===== src/rtl/shift_add_mult8.sv =====
// Sequential unsigned 8x8 shift-and-add multiplier.
// One 16-bit carry-lookahead adder is shared across eight RUN iterations.
// The accumulator P drives the product output directly.
//
// Handshake semantics, both sides: a transfer happens on a rising clk edge
// where valid and ready are both high. in_ready depends only on state, so
// does not wait on in_valid. out_valid is held high with product stable
// until out_ready is seen. No output depends combinationally on any input.

// 4-bit carry-lookahead slice with group propagate/generate outputs.
module cla4 (
  input  logic [3:0] i_a,
  input  logic [3:0] i_b,
  input  logic       i_cin,
  output logic [3:0] o_sum,
  output logic       o_pg,
  output logic       o_gg
);
  logic [3:0] w_p;
  logic [3:0] w_g;
  logic [3:0] w_c;

  assign w_p = i_a ^ i_b;
  assign w_g = i_a & i_b;

  // Internal carries are flattened sum-of-products, with no ripple.
  assign w_c[0] = i_cin;
  assign w_c[1] = w_g[0] | (w_p[0] & i_cin);
  assign w_c[2] = w_g[1] | (w_p[1] & w_g[0]) | (w_p[1] & w_p[0] & i_cin);
  assign w_c[3] = w_g[2] | (w_p[2] & w_g[1]) | (w_p[2] & w_p[1] & w_g[0])
                | (w_p[2] & w_p[1] & w_p[0] & i_cin);

  assign o_sum = w_p ^ w_c;
  assign o_pg  = &w_p;
  assign o_gg  = w_g[3] | (w_p[3] & w_g[2]) | (w_p[3] & w_p[2] & w_g[1])
               | (w_p[3] & w_p[2] & w_p[1] & w_g[0]);
endmodule

// 16-bit two-level carry-lookahead adder: four cla4 slices plus a group
// lookahead unit that forms each slice's carry-in directly.
module cla_add16 (
  input  logic [15:0] i_a,
  input  logic [15:0] i_b,
  input  logic        i_cin,
  output logic [15:0] o_sum,
  output logic        o_cout
);
  logic [3:0] w_pg;
  logic [3:0] w_gg;
  logic [4:0] w_gc;

  // The second-level lookahead forms the group carries from the group P/G.
  assign w_gc[0] = i_cin;
  assign w_gc[1] = w_gg[0] | (w_pg[0] & i_cin);
  assign w_gc[2] = w_gg[1] | (w_pg[1] & w_gg[0]) | (w_pg[1] & w_pg[0] & i_cin);
  assign w_gc[3] = w_gg[2] | (w_pg[2] & w_gg[1]) | (w_pg[2] & w_pg[1] & w_gg[0])
                 | (w_pg[2] & w_pg[1] & w_pg[0] & i_cin);
  assign w_gc[4] = w_gg[3] | (w_pg[3] & w_gg[2]) | (w_pg[3] & w_pg[2] & w_gg[1])
                 | (w_pg[3] & w_pg[2] & w_pg[1] & w_gg[0])
                 | (w_pg[3] & w_pg[2] & w_pg[1] & w_pg[0] & i_cin);

  assign o_cout = w_gc[4];

  genvar gi;
  generate
    for (gi = 0; gi < 4; gi++) begin : g_slice
      cla4 u_cla4 (
        .i_a   (i_a[gi*4 +: 4]),
        .i_b   (i_b[gi*4 +: 4]),
        .i_cin (w_gc[gi]),
        .o_sum (o_sum[gi*4 +: 4]),
        .o_pg  (w_pg[gi]),
        .o_gg  (w_gg[gi])
      );
    end
  endgenerate
endmodule

// Multiplier top: IDLE -> RUN (eight iterations) -> DONE -> IDLE.
// WIDTH is fixed at 8 because the shared adder is fixed at 16 bits.
// CNT_W must equal log2(WIDTH).
module shift_add_mult8 #(
  parameter int WIDTH = 8,
  parameter int CNT_W = 3
) (
  input  logic               clk,
  input  logic               rst,
  input  logic               in_valid,
  output logic               in_ready,
  input  logic [WIDTH-1:0]   a,
  input  logic [WIDTH-1:0]   b,
  output logic               out_valid,
  input  logic               out_ready,
  output logic [2*WIDTH-1:0] product,
  output logic               busy,
  output logic [1:0]         dbg_state
);
  typedef enum logic [1:0] {
    S_IDLE = 2'd0,
    S_RUN  = 2'd1,
    S_DONE = 2'd2
  } state_t;

  state_t               r_state;
  state_t               w_state_nxt;
  logic [2*WIDTH-1:0]   r_p;
  logic [2*WIDTH-1:0]   r_m;
  logic [WIDTH-1:0]     r_q;
  logic [CNT_W-1:0]     r_count;

  logic                 w_accept;
  logic                 w_last_iter;
  logic [2*WIDTH-1:0]   w_addend;
  logic [2*WIDTH-1:0]   w_sum;
  logic                 w_unused_cout;

  // Add the multiplicand only when the current multiplier LSB is set.
  assign w_addend    = r_q[0] ? r_m : '0;
  assign w_accept    = (r_state == S_IDLE) && in_valid;
  assign w_last_iter = (r_count == CNT_W'(WIDTH - 1));

  // Carry-out cannot be set: 255*255 fits in 16 bits.
  cla_add16 u_adder (
    .i_a    (r_p),
    .i_b    (w_addend),
    .i_cin  (1'b0),
    .o_sum  (w_sum),
    .o_cout (w_unused_cout)
  );

  // State register.
  always_ff @(posedge clk) begin
    if (rst) r_state <= S_IDLE;
    else     r_state <= w_state_nxt;
  end

  // Next-state logic and state-decoded handshake/status outputs.
  always_comb begin
    w_state_nxt = r_state;
    in_ready    = 1'b0;
    out_valid   = 1'b0;
    busy        = 1'b0;
    case (r_state)
      S_IDLE: begin
        in_ready = 1'b1;
        if (in_valid) w_state_nxt = S_RUN;
      end
      S_RUN: begin
        busy = 1'b1;
        if (w_last_iter) w_state_nxt = S_DONE;
      end
      S_DONE: begin
        out_valid = 1'b1;
        if (out_ready) w_state_nxt = S_IDLE;
      end
      default: w_state_nxt = S_IDLE;
    endcase
  end

  // Datapath: load on accept, then one shift-and-add step per RUN cycle.
  // P is left alone in DONE and IDLE, so the product holds until next accept.
  always_ff @(posedge clk) begin
    if (rst) begin
      r_p     <= '0;
      r_m     <= '0;
      r_q     <= '0;
      r_count <= '0;
    end else if (w_accept) begin
      r_p     <= '0;
      r_m     <= {{WIDTH{1'b0}}, a};
      r_q     <= b;
      r_count <= '0;
    end else if (r_state == S_RUN) begin
      r_p     <= w_sum;
      r_m     <= r_m << 1;
      r_q     <= r_q >> 1;
      r_count <= r_count + CNT_W'(1);
    end
  end

  assign product   = r_p;
  assign dbg_state = r_state;
endmodule


===== config.mk =====
export PLATFORM = sky130hd
export DESIGN_NAME = shift_add_mult8
export DESIGN_NICKNAME = d
export VERILOG_FILES = /design/src/rtl/shift_add_mult8.sv
export SDC_FILE = /design/constraint.sdc
export NUM_CORES = 1
export LEC_CHECK = 0
export ABC_AREA = 0
export BUFFER_PORTS_ARGS = -buffer_cell sky130_fd_sc_hd__buf_2
export CORE_UTILIZATION = 60
export DETAILED_ROUTE_END_ITERATION = 7
export PLACE_DENSITY = 0.94
export REMOVE_ABC_BUFFERS = 1
export SYNTH_ARGS = -nofsm -noshare
export SYNTH_HDL_FRONTEND = slang
export SYNTH_SLANG_ARGS = --single-unit
export TNS_END_PERCENT = 5

===== constraint.sdc =====
create_clock -name clk -period 4.9 [get_ports clk]
set_input_delay 0.245 -clock clk [delete_from_list [all_inputs] [get_ports clk]]
set_output_delay 0.245 -clock clk [all_outputs]
set_load 0.005 [all_outputs]

After elaboration in Yosys (flattened, before gate mapping)
Index checks and enable logic that the tools add are counted.
{ "classes": {"add_sub_neg": 1, "n_mul": 0, "div_mod_pow": 0, "magnitude_cmp": 0, "n_eq_ne": 6, "shifts": 0, "mux": 12, "bitwise": 95, "n_reduce_logical": 7} }
{ "op_table": {"columns": ["op", "count"], "rows": [
  ["$and A1 B1 Y1", 50],
  ["$or A1 B1 Y1", 33],
  ["$mux W8", 4],
  ["$xor A4 B4 Y4", 8],
  ["$mux W16", 1],
  ["$and A4 B4 Y4", 3],
  ["$reduce_and A4 Y1", 2],
  ["$mux W2", 3],
  ["$ne A2 B2 Y1 const B", 3],
  ["$pmux W2 S3", 1],
  ["$add A3 B1 Y3 const B", 1],
  ["$and A3 B3 Y3", 1],
  ["$eq A3 B3 Y1 const B", 1],
  ["$mux W1", 3],
  ["$reduce_and A3 Y1", 1],
  ["$eq A2 B1 Y1 const B", 1],
  ["$eq A2 B2 Y1 const B", 1],
  ["$logic_not A2 Y1", 1],
  ["$reduce_bool A2 Y1", 1],
  ["$reduce_or A2 Y1", 1],
  ["$logic_and A1 B1 Y1", 1]
]} }
{ "word_totals": {"ff_bits": 45, "latch_bits": 0, "mem_bits_rw": 0, "romBits": 0, "input_bits": 20, "out_inout_bits": 21, "wordCells": 127, "mem_count": 0} }

Depth between registers and ports, before layout
Gate-level depths: netlist (run 1).
{ "depth": {"word_depth": 12, "depth_mapped": 11, "depth_no_buf": 10} }

Hierarchy
Synthesis (run 1) repeated with hierarchy kept, for this count alone.
{ "unflattened": {"cells_unflattened": 312, "area_unflattened_um2": 2653.8} }
{ "modules_own_cells": {"columns": ["module", "n_inst", "cells_per_inst", "area_each_um2", "seq_area_each_um2"], "rows": [
  ["shift_add_mult8", 1, 219, 1884.3, 900.9],
  ["cla4", 4, 22, 182.7, 0.0],
  ["cla_add16", 1, 5, 38.8, 0.0]
]} }

Worst setup path before layout (run 1)
OpenSTA, ideal clock, no wires.
{ "synth_timing": {"path_type": "reg2reg", "from": "register r_q[0]", "to": "register r_p[13], in the netlist product[13]", "setup_ns": 0.086, "arrival_time_ns": 2.389, "required_time_ns": 4.814, "setup_slack_ns": 2.425, "path_stages_with_launch": 11, "path_buffers": 1, "period_less_slack_ns": 2.475, "path_cell_list": "dfxtp_1 -> clkbuf_1 -> and2_1 -> ha_1 -> a21oi_1 -> and4bb_1 -> o211ai_2 -> o21ai_0 -> fa_1 -> xnor2_1 -> a211oi_1"} }
{ "synth_between": {"elab_chain_len": 12, "elab_cells_between_ends": 43, "cone_classes": "mux (1); bitwise (40); reduce/logical (2)"} }
{ "synth_rtl": {"columns": ["element", "line_no", "source"], "rows": [
  ["from (decl)", "108", "logic [WIDTH-1:0] r_q;"],
  ["from (signal assigned)", "176", "r_q <= r_q >> 1;"],
  ["$mux W16 (*)", "118", "assign w_addend = r_q[0] ? r_m : '0;"],
  ["$xor A4 B4 Y4 or $and A4 B4 Y4 (tied branches)", "23, 24", null],
  ["$and A1 B1 Y1 (on tied branches)", "35, 36", null],
  ["$or A1 B1 Y1, or another cell as far along", "35", "assign o_gg = w_g[3] | (w_p[3] & w_g[2]) | (w_p[3] & w_p[2] & w_g[1])"],
  ["$or A1 B1 Y1 or $and A1 B1 Y1 (tied branches)", "35, 36", null],
  ["$or A1 B1 Y1", "36", "| (w_p[3] & w_p[2] & w_p[1] & w_g[0]);"],
  ["$and A1 B1 Y1", "56", "assign w_gc[3] = w_gg[2] | (w_pg[2] & w_gg[1]) | (w_pg[2] & w_pg[1] & w_gg[0])"],
  ["$or A1 B1 Y1 (2 in series)", "56", null],
  ["$and A1 B1 Y1", "28", "assign w_c[1] = w_g[0] | (w_p[0] & i_cin);"],
  ["$or A1 B1 Y1", "28", null],
  ["$xor A4 B4 Y4 (*)", "33", "assign o_sum = w_p ^ w_c;"],
  ["to (signal assigned)", "174", "r_p <= w_sum;"],
  ["to (decl)", "106", "logic [2*WIDTH-1:0] r_p;"]
]} }
Every way passes the cells marked *; elsewhere a longest branch is shown, timed or not.
A chain may end at the register's enable or synchronous reset.

Worst setup path after layout (run 1)
Ends and elaborated chain as after synthesis.

==> impl_results.md, run 1 <==
- Run status: completed
- Sequential Power Share: 54.0%
- Vias in the first global route: about 2000
- Max Transition Viols Final: 0
- Req. time, crit path: about 5.1 ns
- Switching Power: 0.0001871 W
- Number of remaining DRC errors: 0
- Combinational share of power: 10.7%
- Post-layout minimum cycle time: 2.731 ns
- Max VDD drop: 0.0002349 V
- Met2 wire len: approximately 2500 um
- Hold Path Class: input port to register
- Slowest CP cell: dfxtp_1
- Worst path max stage delay: roughly 0.63 ns
- Clock root buffer: clkbuf_8
- Cts bufs inserted: 5
- Diodes inserted: 0
- M1 WL: 2369 um
- Worst-path clk slew: approximately 0.080 ns
- WL/cell: 13.80 um
- Setup Total Neg Slack: 0 ns
- Top Layer Used: met4
- Via count: about 2200
- Combinational family with the most area after synthesis: simple AND/OR/NAND/NOR gates
- Critical path cell sequence: and2_1 > ha_1 > a21oi_1 > and4bb_1 > o211ai_2 > o21ai_0 > fa_1 > xnor2_1 > a211oi_1
- Routed vias/inst: 5.765
- Slew HR: 45.22%
- Synthesized cell area: 0.002426 mm2
- Initial DRC Count: 180
- WP data arrival: just under 3 ns
- Core box area: 0.003771 mm2
- Xor/xnor share of the synthesized area: under 10%
- Antenna violations before repair: 0
- Final Hold Violating Endpoints: 0
- P_leak: 1.190 nW
- Worst-margin pin slew: 0.8186 ns
- Netlist cell types: 40
- Simple-gate portion of the synthesized area: 22.69%
- I/O pin total: 41
- Final period util: 55.73%
- Clock Path Buffers: 2
- Cell Int Power: 0.0005332 W
- Most common cell after layout, fill and taps aside: nand2_1
- WHS Path Cells: 3
- Final WL: 5215 um
- Layout cells sized above 1: 16.67%
- Critical path class: register to register
- Post-layout net count: 370
- Die Y: 65.59 um
- Row count: 22
- Initial core utilization: 64.33%
- Crit-path max FO: 17
- Fillers: 286
- Multiplexer area fraction after synthesis: 0.8252%
- Placed insts: 370
- RSZ-0062 raised after global routing: false
- Skew final: approximately 0.0052 ns
- Post-Syn Instances: 296
- Cts hold-fix bufs: 0
- Max_cap viols: 0
- Num Clock Sinks: 45
- Port buffer count: 40
- CTS tree: built
- DR pass1 iterations: 4
- Post-Layout Cell Count: 378
- R2R depth: 9
- Most frequent cells in the layout: 56 x nand2_1, 45 x dfxtp_1, 40 x buf_2
- Seq/Total Area, Yosys: 37.13%
- Setup violators final: 0
- Final Wtd Congestion: 0.7995
- Die X-Extent: 65.59 um
- First-pass GRT wire length: 8976 um
- Gr ovfl total: 0
- Final ANT Viol Nets: 0
- Worst setup EP type: register
- Syn avg cell area: 8.196 um2
- Complex-gate fraction of the synthesized area: roughly 21%
- Post-CTS sizing: 0
- Synth-to-layout area growth: 12.33%
- Startpoint Class: register
- Warnings, synthesis: 0
- Switching Fraction: 25.98%
- Worst skew pair latency: roughly 0.3 ns
- DIE AREA: approximately 0.0043 mm2
- Power density cells: 264.3 mW/mm2
- DP HPWL: 3538 um
- WL met3: 261 um
- Pin count of the biggest net entering global routing: 47
- Post-CTS Setup Inserts: 0
- H-tree depth: 2
- Seq cells post-synth: 45
- Clock share of power: a little over a third
- Post-Synth Adder-Cell Area: 12.07%
- GRT Total Usage: 27.09%
- Max Freq: 366.2 MHz
-- power groups by stage --
stage / clock, W / combinational, W / sequential [W]
after floorplan: 0 / 0.0000463 / 0.000395
after global placement: 0 / 0.0000745 / 0.000397
after detailed placement: 0 / 0.0000764 / 0.000397
after CTS: 0.000255 / 0.0000767 / 0.000389
after global routing: 0.000274 / 0.0000865 / 0.000391
final: 0.000254 / 0.0000769 / 0.000389
-- state kept, by name, summed over array words and instances (netlist names) --
signal     count
r_count        3
r_q            8
product       16
dbg_state      2
r_m           16
-- Yosys cell counts --
library cell / count / area share, %
and4bb_1: 1 / 0.52
a31o_1: 1 / 0.36
o21ai_0: 9 / 1.9
a21oi_1: 39 / 8.0
and3_1: 3 / 0.77
and2_2: 1 / 0.31
and2_1: 16 / 4.1
or3b_4: 1 / 0.46
nand2_1: 56 / 8.7
nand3b_1: 1 / 0.31
o2111ai_1: 1 / 0.36
nand2b_1: 5 / 1.3
nor2b_1: 2 / 0.52
dfxtp_1: 45 / 37
o31ai_1: 1 / 0.31
nand3_1: 6 / 1.2
fa_1: 4 / 3.3
nand4_1: 1 / 0.26
xor2_1: 1 / 0.36
a22oi_1: 15 / 4.6
a21oi_2: 1 / 0.36
or3_1: 1 / 0.26
o211ai_2: 1 / 0.52
clkbuf_8: 2 / 1.1
clkbuf_1: 12 / 1.9
mux2i_1: 2 / 0.83
o211ai_1: 2 / 0.62
inv_1: 4 / 0.62
buf_2: 1 / 0.21
xnor2_1: 6 / 2.2
ha_1: 17 / 8.8
buf_1: 2 / 0.31
o22ai_1: 1 / 0.26
nor3_1: 3 / 0.62
a211oi_1: 4 / 1.2
nor4_1: 1 / 0.26
a21o_1: 3 / 0.93
o21a_1: 2 / 0.62
a31oi_1: 2 / 0.52
nor2_1: 20 / 3.1
-- worst max-delay path: cells and delay by family, from the launching register on --
kind	cells	cell delay, ns
compound gates	4	0.74
fa+ha+maj	2	0.64
flops	1	0.63
simple gates	2	0.50
xor+xnor	1	0.14
-- stage by stage --
stage	hold slack, ns	worst slack, ns	util, %	area [um2]	total power (W)
2_1_floorplan	0.3141	2.335	-	2341	0.0004409
3_3_place_gp	0.4431	2.292	69.58	2624	0.0004713
3_5_place_dp	0.4502	2.169	69.58	2624	0.0004739
4_1_cts	0.1704	2.189	72.26	2725	0.0007202
5_1_grt	0.1826	2.036	72.26	2725	0.0007518
6_report	0.1699	2.169	72.26	2725	0.0007204
-- final cells by class --
| class | instances | area [um2] | area share (%) |
|---|---|---|---|
| clock inverters | 1 | 5.005 | 0.1837 |
| well taps | 48 | 60.06 | 2.204 |
| clock buffers | 7 | 96.34 | 3.535 |
| multi-input cells | 230 | 1425 | 52.30 |
| repair buffers | 43 | 222.7 | 8.173 |
| flip-flops and latches | 45 | 900.9 | 33.06 |
| inverters | 4 | 15.01 | 0.5510 |
-- final timing paths --
path / startpoint / end / slack, ns
worst max-delay path: r_q[0] / product[13] / 2.17
worst min-delay path: b[7] / r_q[7] / 0.17
worst max register to register: r_q[0] / product[13] / 2.17
worst min register to register: r_q[2] / r_q[2] / 0.47
-- cells by family (layout without fill, tap and decap cells) --
group           after synthesis  count (layout)
simple gates                118             118
compound gates               82              82
xor+xnor                      7               7
flops                        45              45
mux                           2               2
buf+inv                      21              55
fa+ha+maj                    21              21
-- routing by layer --
layer	global-route usage [%]	vias to the layer above
met3	5.729	13
li1	-	1092
met4	11.41	0
met1	34.98	1009
met2	43.43	65
met5	0	-
Note: power is estimated with default switching activity, not from simulation.
==> run 2: changes to the inputs <==
- CORE_UTILIZATION: 60 -> 56
- PLACE_DENSITY: 0.94 -> 0.9
- clock period: 4.9 -> 2.7 ns (I/O delays scaled with it)
==> impl_results.md, run 2 (synthesis results as in run 1) <==
- R2R depth: 9
- Initial core utilization: 59.37%
- Clock Path Buffers: 2
- H-tree depth: 2
- Worst-path clk slew: 0.08 ns
- DR pass1 iterations: 4
- Skew final: 0.009517 ns
- Area after DPL: 0.002664 mm2
- WHS Path Cells: 3
- Power density cells: 496.5 mW/mm2
- Max VDD drop: 0.0003183 V
- Max Transition Viols Final: 0
- Diodes inserted: 0
- Slew HR: 56.43%
- DIE AREA: 0.004600 mm2
- Worst-margin pin slew: 0.6536 ns
- RSZ-0062 raised after global routing: false
- Hold slack: 0.06842 ns
- Most frequent cells in the layout: 56 x nand2_1, 44 x dfxtp_1, 40 x buf_2
- Die X-Extent: 67.82 um
- Vias in the first global route: 2022
- Final ANT Viol Nets: 0
- Synth-to-layout area growth: 14.80%
- Port buffer count: 40
- Layout cells sized above 1: 18.21%
- Number of remaining DRC errors: 0
- Post-layout minimum cycle time: 2.546 ns
- Worst skew pair latency: 0.30 ns
- Post-layout net count: 375
- Hold Path Class: input port to register
- Critical path class: register to register
- Row count: 23
- Routed vias/inst: roughly 5.8
- Most common cell after layout, fill and taps aside: nand2_1
- Req. time, crit path: 2.91 ns
- I/O pin total: 41
- Fillers: 310
- Die Y: between 60 and 70 um
- Run status: completed
- Final Hold Violating Endpoints: 0
- Final period util: 94.30%
- P_leak: 1.219 nW
- Worst setup EP type: register
- Cts bufs inserted: 5
- Num Clock Sinks: 45
- Fin area: between 0.002 and 0.003 mm2
- WL/cell: around 14 um
- Crit-path max FO: 11
- Antenna violations before repair: 0
- DP HPWL: 3821 um
- Final Wtd Congestion: 0.8712
- Final Core Density: 68.16%
- WP data arrival: between 2 and 3 ns
- Startpoint Class: register
- Max_cap viols: 0
- GRT Total Usage: 26.04%
- Pin count of the biggest net entering global routing: 26
- Core box area: roughly 0.0041 mm2
- Final WL: around 5500 um
- Setup violators final: 0
- Initial DRC Count: 176
- First-pass GRT wire length: 8763 um
- CTS tree: built
- Max Freq: about 400 MHz
- Pre-CTS setup slack: 0.1155 ns
- PnR worst setup slack: between 0.15 and 0.2 ns
- Via count: between 2000 and 2500
- Clock root buffer: clkbuf_8
- Setup Total Neg Slack: 0 ns
- Gr ovfl total: 0
run 2: per-stage QoR:
| step | instances | power [W] |
|---|---|---|
| detailed placement | 377 | 0.0008669 |
| CTS | 385 | 0.001388 |
| global placement | 377 | 0.0008626 |
| floorplan | 279 | 0.0008001 |
| finish | 385 | 0.001383 |
| global route | 385 | 0.001432 |
run 2: final cells by class:
| type | count | area (um2) | share of cell area, % |
|---|---|---|---|
| Clock buffer | 7 | 86.33 | 3.100 |
| Clock inverter | 1 | 30.03 | 1.078 |
| Inverter | 4 | 15.01 | 0.5391 |
| Multi-Input combinational cell | 230 | 1429 | 51.30 |
| Sequential cell | 45 | 902.1 | 32.39 |
| Tap cell | 50 | 62.56 | 2.246 |
| Timing Repair Buffer | 48 | 260.3 | 9.344 |
run 2: path summary, 6_finish.rpt:
path,from,endpoint,slack [ns]
worst max-delay path,r_q[0],product[13],0.15
worst min-delay path,b[7],r_q[7],0.07
worst max register to register,r_q[0],product[13],0.15
worst min register to register,r_q[3],r_q[3],0.46
run 2: repair_timing:
action                                  CTS  global route
resized for setup                         0             2
buffers inserted                          0             0
endpoints found under the hold margin     0             0
endpoints found under the setup margin    0             3
hold buffers                              0             0
run 2: critical path: stages (launching register included):
cell and delay [ns]:
dfxtp_2 0.42, and2_1 0.21, ha_1 0.26, a21oi_2 0.16
and4bb_1 0.25, o211ai_2 0.25, o21ai_0 0.14, fa_1 0.39
xnor2_1 0.14, a211oi_1 0.24
run 2: metal layers:
| metal | global-route usage, % | vias up | part of all wire [%] |
|---|---|---|---|
| li1 | - | 1104 | - |
| met1 | 31.88 | 1030 | 43 |
| met2 | 42.45 | 87 | 49 |
| met3 | 6.333 | 13 | 5.9 |
| met4 | 13.02 | 0 | 2.0 |
| met5 | 0 | - | 0 |
run 2: power by group:
part	internal [W]	switching, W	total, W
combinational	0.0000560	0.0000947	0.000151
clock	0.000302	0.000225	0.000527
sequential	0.000687	0.0000181	0.000705
